<file path="src/rtl/shift_unit.sv">
// shift_unit: two-stage pipelined barrel shifter with a valid/ready handshake.
// Ops: SLL, SRL, SRA and, when SHIFT_UNIT_ROTATE_EN is defined, ROR.
// Without SHIFT_UNIT_ROTATE_EN, op 11 passes the operand through and flags
// out_illegal. Stage A applies the coarse part of the shift amount, stage B
// (the output register) applies the fine part.
module shift_unit #(
    parameter int WIDTH = 32,
    parameter int TAG_W = 4,
    localparam int SHW  = $clog2(WIDTH)
) (
    input  logic             i_clk,
    input  logic             i_rst_n,
    input  logic             in_valid,
    output logic             in_ready,
    input  logic [WIDTH-1:0] in_data,
    input  logic [SHW-1:0]   in_amt,
    input  logic [1:0]       in_op,
    input  logic [TAG_W-1:0] in_tag,
    output logic             out_valid,
    input  logic             out_ready,
    output logic [WIDTH-1:0] out_data,
    output logic [TAG_W-1:0] out_tag,
    output logic             out_zero,
    output logic             out_illegal,
    output logic             busy
);

    // Split point of the shift amount: [SHW-1:H] is coarse, [H-1:0] is fine.
    localparam int H = SHW / 2;

    localparam logic [1:0] OP_SLL = 2'b00;
    localparam logic [1:0] OP_SRL = 2'b01;
    localparam logic [1:0] OP_SRA = 2'b10;
    localparam logic [1:0] OP_ROR = 2'b11;

    // Stage A registers
    logic             a_valid_q, a_valid_d;
    logic [WIDTH-1:0] a_data_q,  a_data_d;
    logic [H-1:0]     a_fine_q,  a_fine_d;
    logic [1:0]       a_op_q,    a_op_d;
    logic [TAG_W-1:0] a_tag_q,   a_tag_d;
    logic             a_sign_q,  a_sign_d;

    // Stage B (output) registers
    logic             out_valid_q,   out_valid_d;
    logic [WIDTH-1:0] out_data_q,    out_data_d;
    logic [TAG_W-1:0] out_tag_q,     out_tag_d;
    logic             out_zero_q,    out_zero_d;
    logic             out_illegal_q, out_illegal_d;

    // Holds in_ready low during reset and for the release edge itself.
    logic             rdy_en_q, rdy_en_d;

    logic             adv_a;
    logic             adv_b;
    logic             accept;

    logic [SHW-1:0]     coarse_amt;
    logic [WIDTH-1:0]   a_part;
    logic [WIDTH-1:0]   b_result;
    logic [2*WIDTH-1:0] sra_wide;
`ifdef SHIFT_UNIT_ROTATE_EN
    logic [2*WIDTH-1:0] ror_a_wide;
    logic [2*WIDTH-1:0] ror_b_wide;
`endif

    // Handshake: a transfer happens on a rising edge where valid && ready.
    // The producer holds valid and payload until it sees ready; ready never
    // depends on valid. A stage advances when it is empty or its consumer
    // takes its contents this cycle, so out_ready reaches in_ready
    // combinationally and a full pipeline still moves one op per cycle.
    always_comb begin
        adv_b    = !out_valid_q || out_ready;
        adv_a    = !a_valid_q || adv_b;
        in_ready = adv_a && rdy_en_q;
        accept   = in_valid && in_ready;
    end

    // Stage A datapath: coarse shift of the incoming operand.
    always_comb begin
        coarse_amt = {in_amt[SHW-1:H], {H{1'b0}}};
`ifdef SHIFT_UNIT_ROTATE_EN
        ror_a_wide = {in_data, in_data} >> coarse_amt;
`endif
        case (in_op)
            OP_SLL:  a_part = in_data << coarse_amt;
            OP_SRL:  a_part = in_data >> coarse_amt;
            OP_SRA:  a_part = $signed(in_data) >>> coarse_amt;
`ifdef SHIFT_UNIT_ROTATE_EN
            OP_ROR:  a_part = ror_a_wide[WIDTH-1:0];
`else
            OP_ROR:  a_part = in_data;
`endif
            default: a_part = in_data;
        endcase
    end

    // Stage B datapath: fine shift, filling SRA from the stored original sign.
    always_comb begin
        sra_wide = {{WIDTH{a_sign_q}}, a_data_q} >> a_fine_q;
`ifdef SHIFT_UNIT_ROTATE_EN
        ror_b_wide = {a_data_q, a_data_q} >> a_fine_q;
`endif
        case (a_op_q)
            OP_SLL:  b_result = a_data_q << a_fine_q;
            OP_SRL:  b_result = a_data_q >> a_fine_q;
            OP_SRA:  b_result = sra_wide[WIDTH-1:0];
`ifdef SHIFT_UNIT_ROTATE_EN
            OP_ROR:  b_result = ror_b_wide[WIDTH-1:0];
`else
            OP_ROR:  b_result = a_data_q;
`endif
            default: b_result = a_data_q;
        endcase
    end

    // Next-state logic for both pipeline stages; payloads load only on advance.
    always_comb begin
        rdy_en_d      = 1'b1;
        a_valid_d     = a_valid_q;
        a_data_d      = a_data_q;
        a_fine_d      = a_fine_q;
        a_op_d        = a_op_q;
        a_tag_d       = a_tag_q;
        a_sign_d      = a_sign_q;
        out_valid_d   = out_valid_q;
        out_data_d    = out_data_q;
        out_tag_d     = out_tag_q;
        out_zero_d    = out_zero_q;
        out_illegal_d = out_illegal_q;

        if (adv_a) begin
            a_valid_d = accept;
        end
        if (accept) begin
            a_data_d = a_part;
            a_fine_d = in_amt[H-1:0];
            a_op_d   = in_op;
            a_tag_d  = in_tag;
            a_sign_d = in_data[WIDTH-1];
        end

        if (adv_b) begin
            out_valid_d = a_valid_q;
            if (a_valid_q) begin
                out_data_d = b_result;
                out_tag_d  = a_tag_q;
                out_zero_d = (b_result == '0);
`ifdef SHIFT_UNIT_ROTATE_EN
                out_illegal_d = 1'b0;
`else
                out_illegal_d = (a_op_q == OP_ROR);
`endif
            end
        end
    end

    // State registers with asynchronous active-low reset.
    always_ff @(posedge i_clk or negedge i_rst_n) begin
        if (!i_rst_n) begin
            rdy_en_q      <= 1'b0;
            a_valid_q     <= 1'b0;
            a_data_q      <= '0;
            a_fine_q      <= '0;
            a_op_q        <= '0;
            a_tag_q       <= '0;
            a_sign_q      <= 1'b0;
            out_valid_q   <= 1'b0;
            out_data_q    <= '0;
            out_tag_q     <= '0;
            out_zero_q    <= 1'b0;
            out_illegal_q <= 1'b0;
        end else begin
            rdy_en_q      <= rdy_en_d;
            a_valid_q     <= a_valid_d;
            a_data_q      <= a_data_d;
            a_fine_q      <= a_fine_d;
            a_op_q        <= a_op_d;
            a_tag_q       <= a_tag_d;
            a_sign_q      <= a_sign_d;
            out_valid_q   <= out_valid_d;
            out_data_q    <= out_data_d;
            out_tag_q     <= out_tag_d;
            out_zero_q    <= out_zero_d;
            out_illegal_q <= out_illegal_d;
        end
    end

    // Output drives
    always_comb begin
        out_valid   = out_valid_q;
        out_data    = out_data_q;
        out_tag     = out_tag_q;
        out_zero    = out_zero_q;
        out_illegal = out_illegal_q;
        busy        = a_valid_q | out_valid_q;
    end

endmodule

</file>
<file path="config.mk">
export PLATFORM = sky130hd
export DESIGN_NAME = shift_unit
export DESIGN_NICKNAME = d
export VERILOG_FILES = /design/src/rtl/shift_unit.sv
export SDC_FILE = /design/constraint.sdc
export NUM_CORES = 1
export LEC_CHECK = 0
export ABC_AREA = 1
export ABC_CLOCK_PERIOD_IN_PS = 1800
export CORE_AREA = 2 2 145 147
export CTS_CLUSTER_DIAMETER = 100
export DETAILED_ROUTE_END_ITERATION = 10
export DIE_AREA = 0 0 147 149
export GPL_TIMING_DRIVEN = 0
export PLACE_DENSITY = 0.67
export SLEW_MARGIN = 30
export SYNTH_ARGS = -nofsm -noshare
export SYNTH_HDL_FRONTEND = slang
export SYNTH_SLANG_ARGS = --single-unit
</file>
<file path="constraint.sdc">
create_clock -name i_clk -period 1.8 [get_ports i_clk]
set_input_delay 0.36 -clock i_clk [delete_from_list [all_inputs] [get_ports i_clk]]
set_output_delay 0.36 -clock i_clk [all_outputs]
set_load 0.02 [all_outputs]
</file>
==> impl_metrics.yaml <==
sta:
  hold_viol: 0
  skew_ns: 0.00802
  slew-limit-headroom: 0.552
  setup_viol: 1
  final.period_utilization: 1.06
  setup_tns_ns: -0.102
  finalWorstSetupSlack_ns: -0.102
  maxSlewViolCount: 0
  holdWs_ns: 0.391
  fin_crit_ns: 1.90
  tightest_slew_ns: 0.672
  grt_setup_unrepaired: "yes"
  max_freq_mhz: 526
pwr:
  total_leakage_power_nw: 4.31
  power_density_nw_per_um2: 1050
  p_total_mw: 9.73
  vdd_drop_max_v: 0.000511
synthesis:
  synth_area_um2: 7000
  yosysUniqueCellTypes: 43
  syn_inst: 1146
  synth_warnings: 0
  ys_ff_latch: 82
  syn_avg_cell_area_um2: 6.10
  ys_seq_area_frac: 0.293
  synth_fp_nets: 1196
global_route:
  antenna_found_initial: 0
  grt_pass1_wl_um: 47900
  first_global_vias: 8442
  track_usage: 0.281
  grt_max_degree: 44
  grt-ovfl-total: 0
critical_path:
  critPathKind: "reg -> reg"
  crit_path_start_kind: "flop"
  slowest_stage: "dfrtp_1"
  crit_path_end_kind: "flop"
  critPathRequiredTime_ns: 2.03
  reg2reg_from: "a_fine_q[0]$_DFFE_PN0P_"
  crit_chain: "buf_6 -> inv_4 -> buf_6 -> nand2_2 -> nand3_1 -> nand2_1 -> o21ai_0 -> nand2_1 -> nand3_2 -> nor2_4 -> nand2_1 -> nor2_1 -> nand2_1 -> nand2_1"
  ff2ff_setup_slack_ns: -0.10
  cp_max_fo: 10
  arrival_ns: 2.14
  rr_worst_depth: 14
  cpPeakStageDelay_ns: 0.38
  crit_top_cell: "nand2_1"
  timing.rr.end: "out_zero$_DFFE_PN0P_"
routing:
  wl_met2_um: 14700
  topRoutingLayerUsed: "met4"
  wl_met3_um: 2310
  viasPerCell: 5.65
  wl_per_cell_um: 20.0
  drc: 0
  final_antenna_net_count: 0
  m1WireLength_um: 12700
  first_pass_iters: 6
  num_vias: 8736
  routed_wl_um: 31000
  drt_iter0_drc: 936
place:
  portBuffers: 86
  place_hpwl_um: 24200
  gp_congestion: 0.992
  dpl_worst_slack_ns: -0.874
  place_area_um2: 8220
floorplan:
  design.core.area_um2: 20600
  dieArea_um2: 21900
  die_w_um: 147
  die_h_um: 149
  initial_core_util: 0.340
  num_rows: 53
  io_pins: 88
clock_network:
  cts_tree: "built"
  htreeDepth: 3
  cts_made_buffers: 9
  cts.reportedPaths.clkPinSlew_ns: 0.06
  clk_latency_ns: 0.35
  clkSinkCount: 82
  cts.path.max_buffers: 2
  cts-root-buf: "clkbuf_16"
worst_hold_path:
  hold_end: "a_op_q[1]$_DFFE_PN0P_"
  hold_start: "in_op[1]"
  min_path_type: "in -> reg"
  worstHoldPathCells: 3
cells_and_area:
  diodes: 0
  layout_commonest_cell: "nand2_1"
  final_cell_mix: "nand2_1, o21ai_0, nand3_1, dfrtp_1, clkdlybuf4s50_1"
  final_area_um2: 9290
  area_growth_pct: 32.8
  fin_nets: 1317
  drive_gt1_frac: 0.182
run:
  cap_viol_max_count: 0
status:
  violations: "negative setup slack"
  outcome: "finished with violations"
how the worst max path moves through the flow:
stage / end / depth (start not counted) / start
2_1_floorplan: a_data_q[29]$_DFFE_PN0P_ / 8 / out_valid$_DFFE_PN0P_
3_3_place_gp: a_data_q[24]$_DFFE_PN0P_ / 1 / i_rst_n
3_5_place_dp: a_data_q[30]$_DFFE_PN0P_ / 7 / in_data[31]
4_1_cts: out_zero$_DFFE_PN0P_ / 14 / a_op_q[0]$_DFFE_PN0P_
5_1_grt: out_zero$_DFFE_PN0P_ / 12 / a_op_q[0]$_DFFE_PN0P_
6_report: out_zero$_DFFE_PN0P_ / 14 / a_fine_q[0]$_DFFE_PN0P_
synthesized netlist by cell type, drive strengths merged:
library cell / n / area (um2)
o211ai: 15 / 113
clkbuf: 38 / 143
o311ai: 2 / 17.5
o31ai: 2 / 15.0
or2: 1 / 6.26
a21oi: 66 / 330
a31oi: 5 / 31.3
and2: 7 / 43.8
conb: 1 / 3.75
o22ai: 8 / 50.1
a221oi: 1 / 8.76
nor3b: 1 / 7.51
o21a: 8 / 60.1
a211oi: 8 / 60.1
ha: 3 / 37.5
dfrtp: 82 / 2050
o41ai: 1 / 8.76
o2111ai: 2 / 17.5
nand3: 111 / 556
o22a: 7 / 61.3
a22o: 1 / 8.76
a22oi: 4 / 30.0
inv: 60 / 228
o221ai: 1 / 8.76
o21ai: 155 / 776
nand2: 446 / 1730
a32oi: 1 / 8.76
nor2: 49 / 196
a2bb2oi: 10 / 87.6
nor3: 7 / 35.0
o32a: 1 / 10.0
a21boi: 3 / 22.5
nand4: 2 / 12.5
buf: 37 / 220
area by class of cell:
class / instances / area [um2]
Buffer: 74 / 573
Clock buffer: 11 / 243
Clock inverter: 5 / 85.1
Fill cell: 2196 / 11300
Inverter: 60 / 240
Multi-Input combinational cell: 929 / 4700
Sequential cell: 82 / 2050
Tap cell: 275 / 344
Timing Repair Buffer: 111 / 1050
power by group:
part / internal [mW] / leakage, nW / switching, mW
clock: 1.26 / 0.157 / 0.775
sequential: 2.31 / 1.01 / 0.428
combinational: 2.00 / 3.14 / 2.95
total: 5.58 / 4.31 / 4.15
routing by layer:
| layer | global-route usage | up-vias |
|---|---|---|
| met5 | 0 | - |
| met4 | 0.134 | 0 |
| met3 | 0.0373 | 89 |
| met2 | 0.482 | 500 |
| met1 | 0.350 | 4043 |
| li1 | - | 4104 |
registers in the layout (all words and copies together) (netlist names):
| register | flops |
|---|---|
| out_tag | 4 |
| a_op_q | 2 |
| a_valid_q | 1 |
| rdy_en_q | 1 |
| a_fine_q | 2 |
| out_illegal | 1 |
| a_sign_q | 1 |
| out_data | 32 |
| out_valid | 1 |
| a_tag_q | 4 |
| a_data_q | 32 |
| out_zero | 1 |
kinds of logic (layout without fill, tap and decap cells):
kind of cell    after synthesis  count (layout)  synth area share
flops                        82              82             0.293
compound gates              301             301             0.247
fa+ha+maj                     3               3           0.00537
buf+inv                     135             261            0.0844
simple gates                624             624             0.370
other cells                   1               1          0.000536
metrics by stage:
stage,utilization,instances
after floorplan,-,1146
after global placement,0.399,1507
after detailed placement,0.400,1508
after CTS,0.438,1537
after global routing,0.452,1547
final,0.452,1547
what timing repair did:
item                                   4_1_cts  5_1_grt
buffers inserted                            13        9
hold buffers                                 1        0
endpoints found under the hold margin       39        0
resized for setup                          143      103
setup endpoints to repair                   81       54
pin swaps                                   18       29
cloned                                       0        1
worst max-delay path: cells and delay by family (launching register included):
kind | cells | cell delay (ns)
and+or+nand+nor | 10 | 0.75
AOI/OAI and AO/OA | 1 | 0.23
DFF | 1 | 0.38
buffers and inverters | 3 | 0.42
Note: power is estimated with default switching activity, not from simulation.
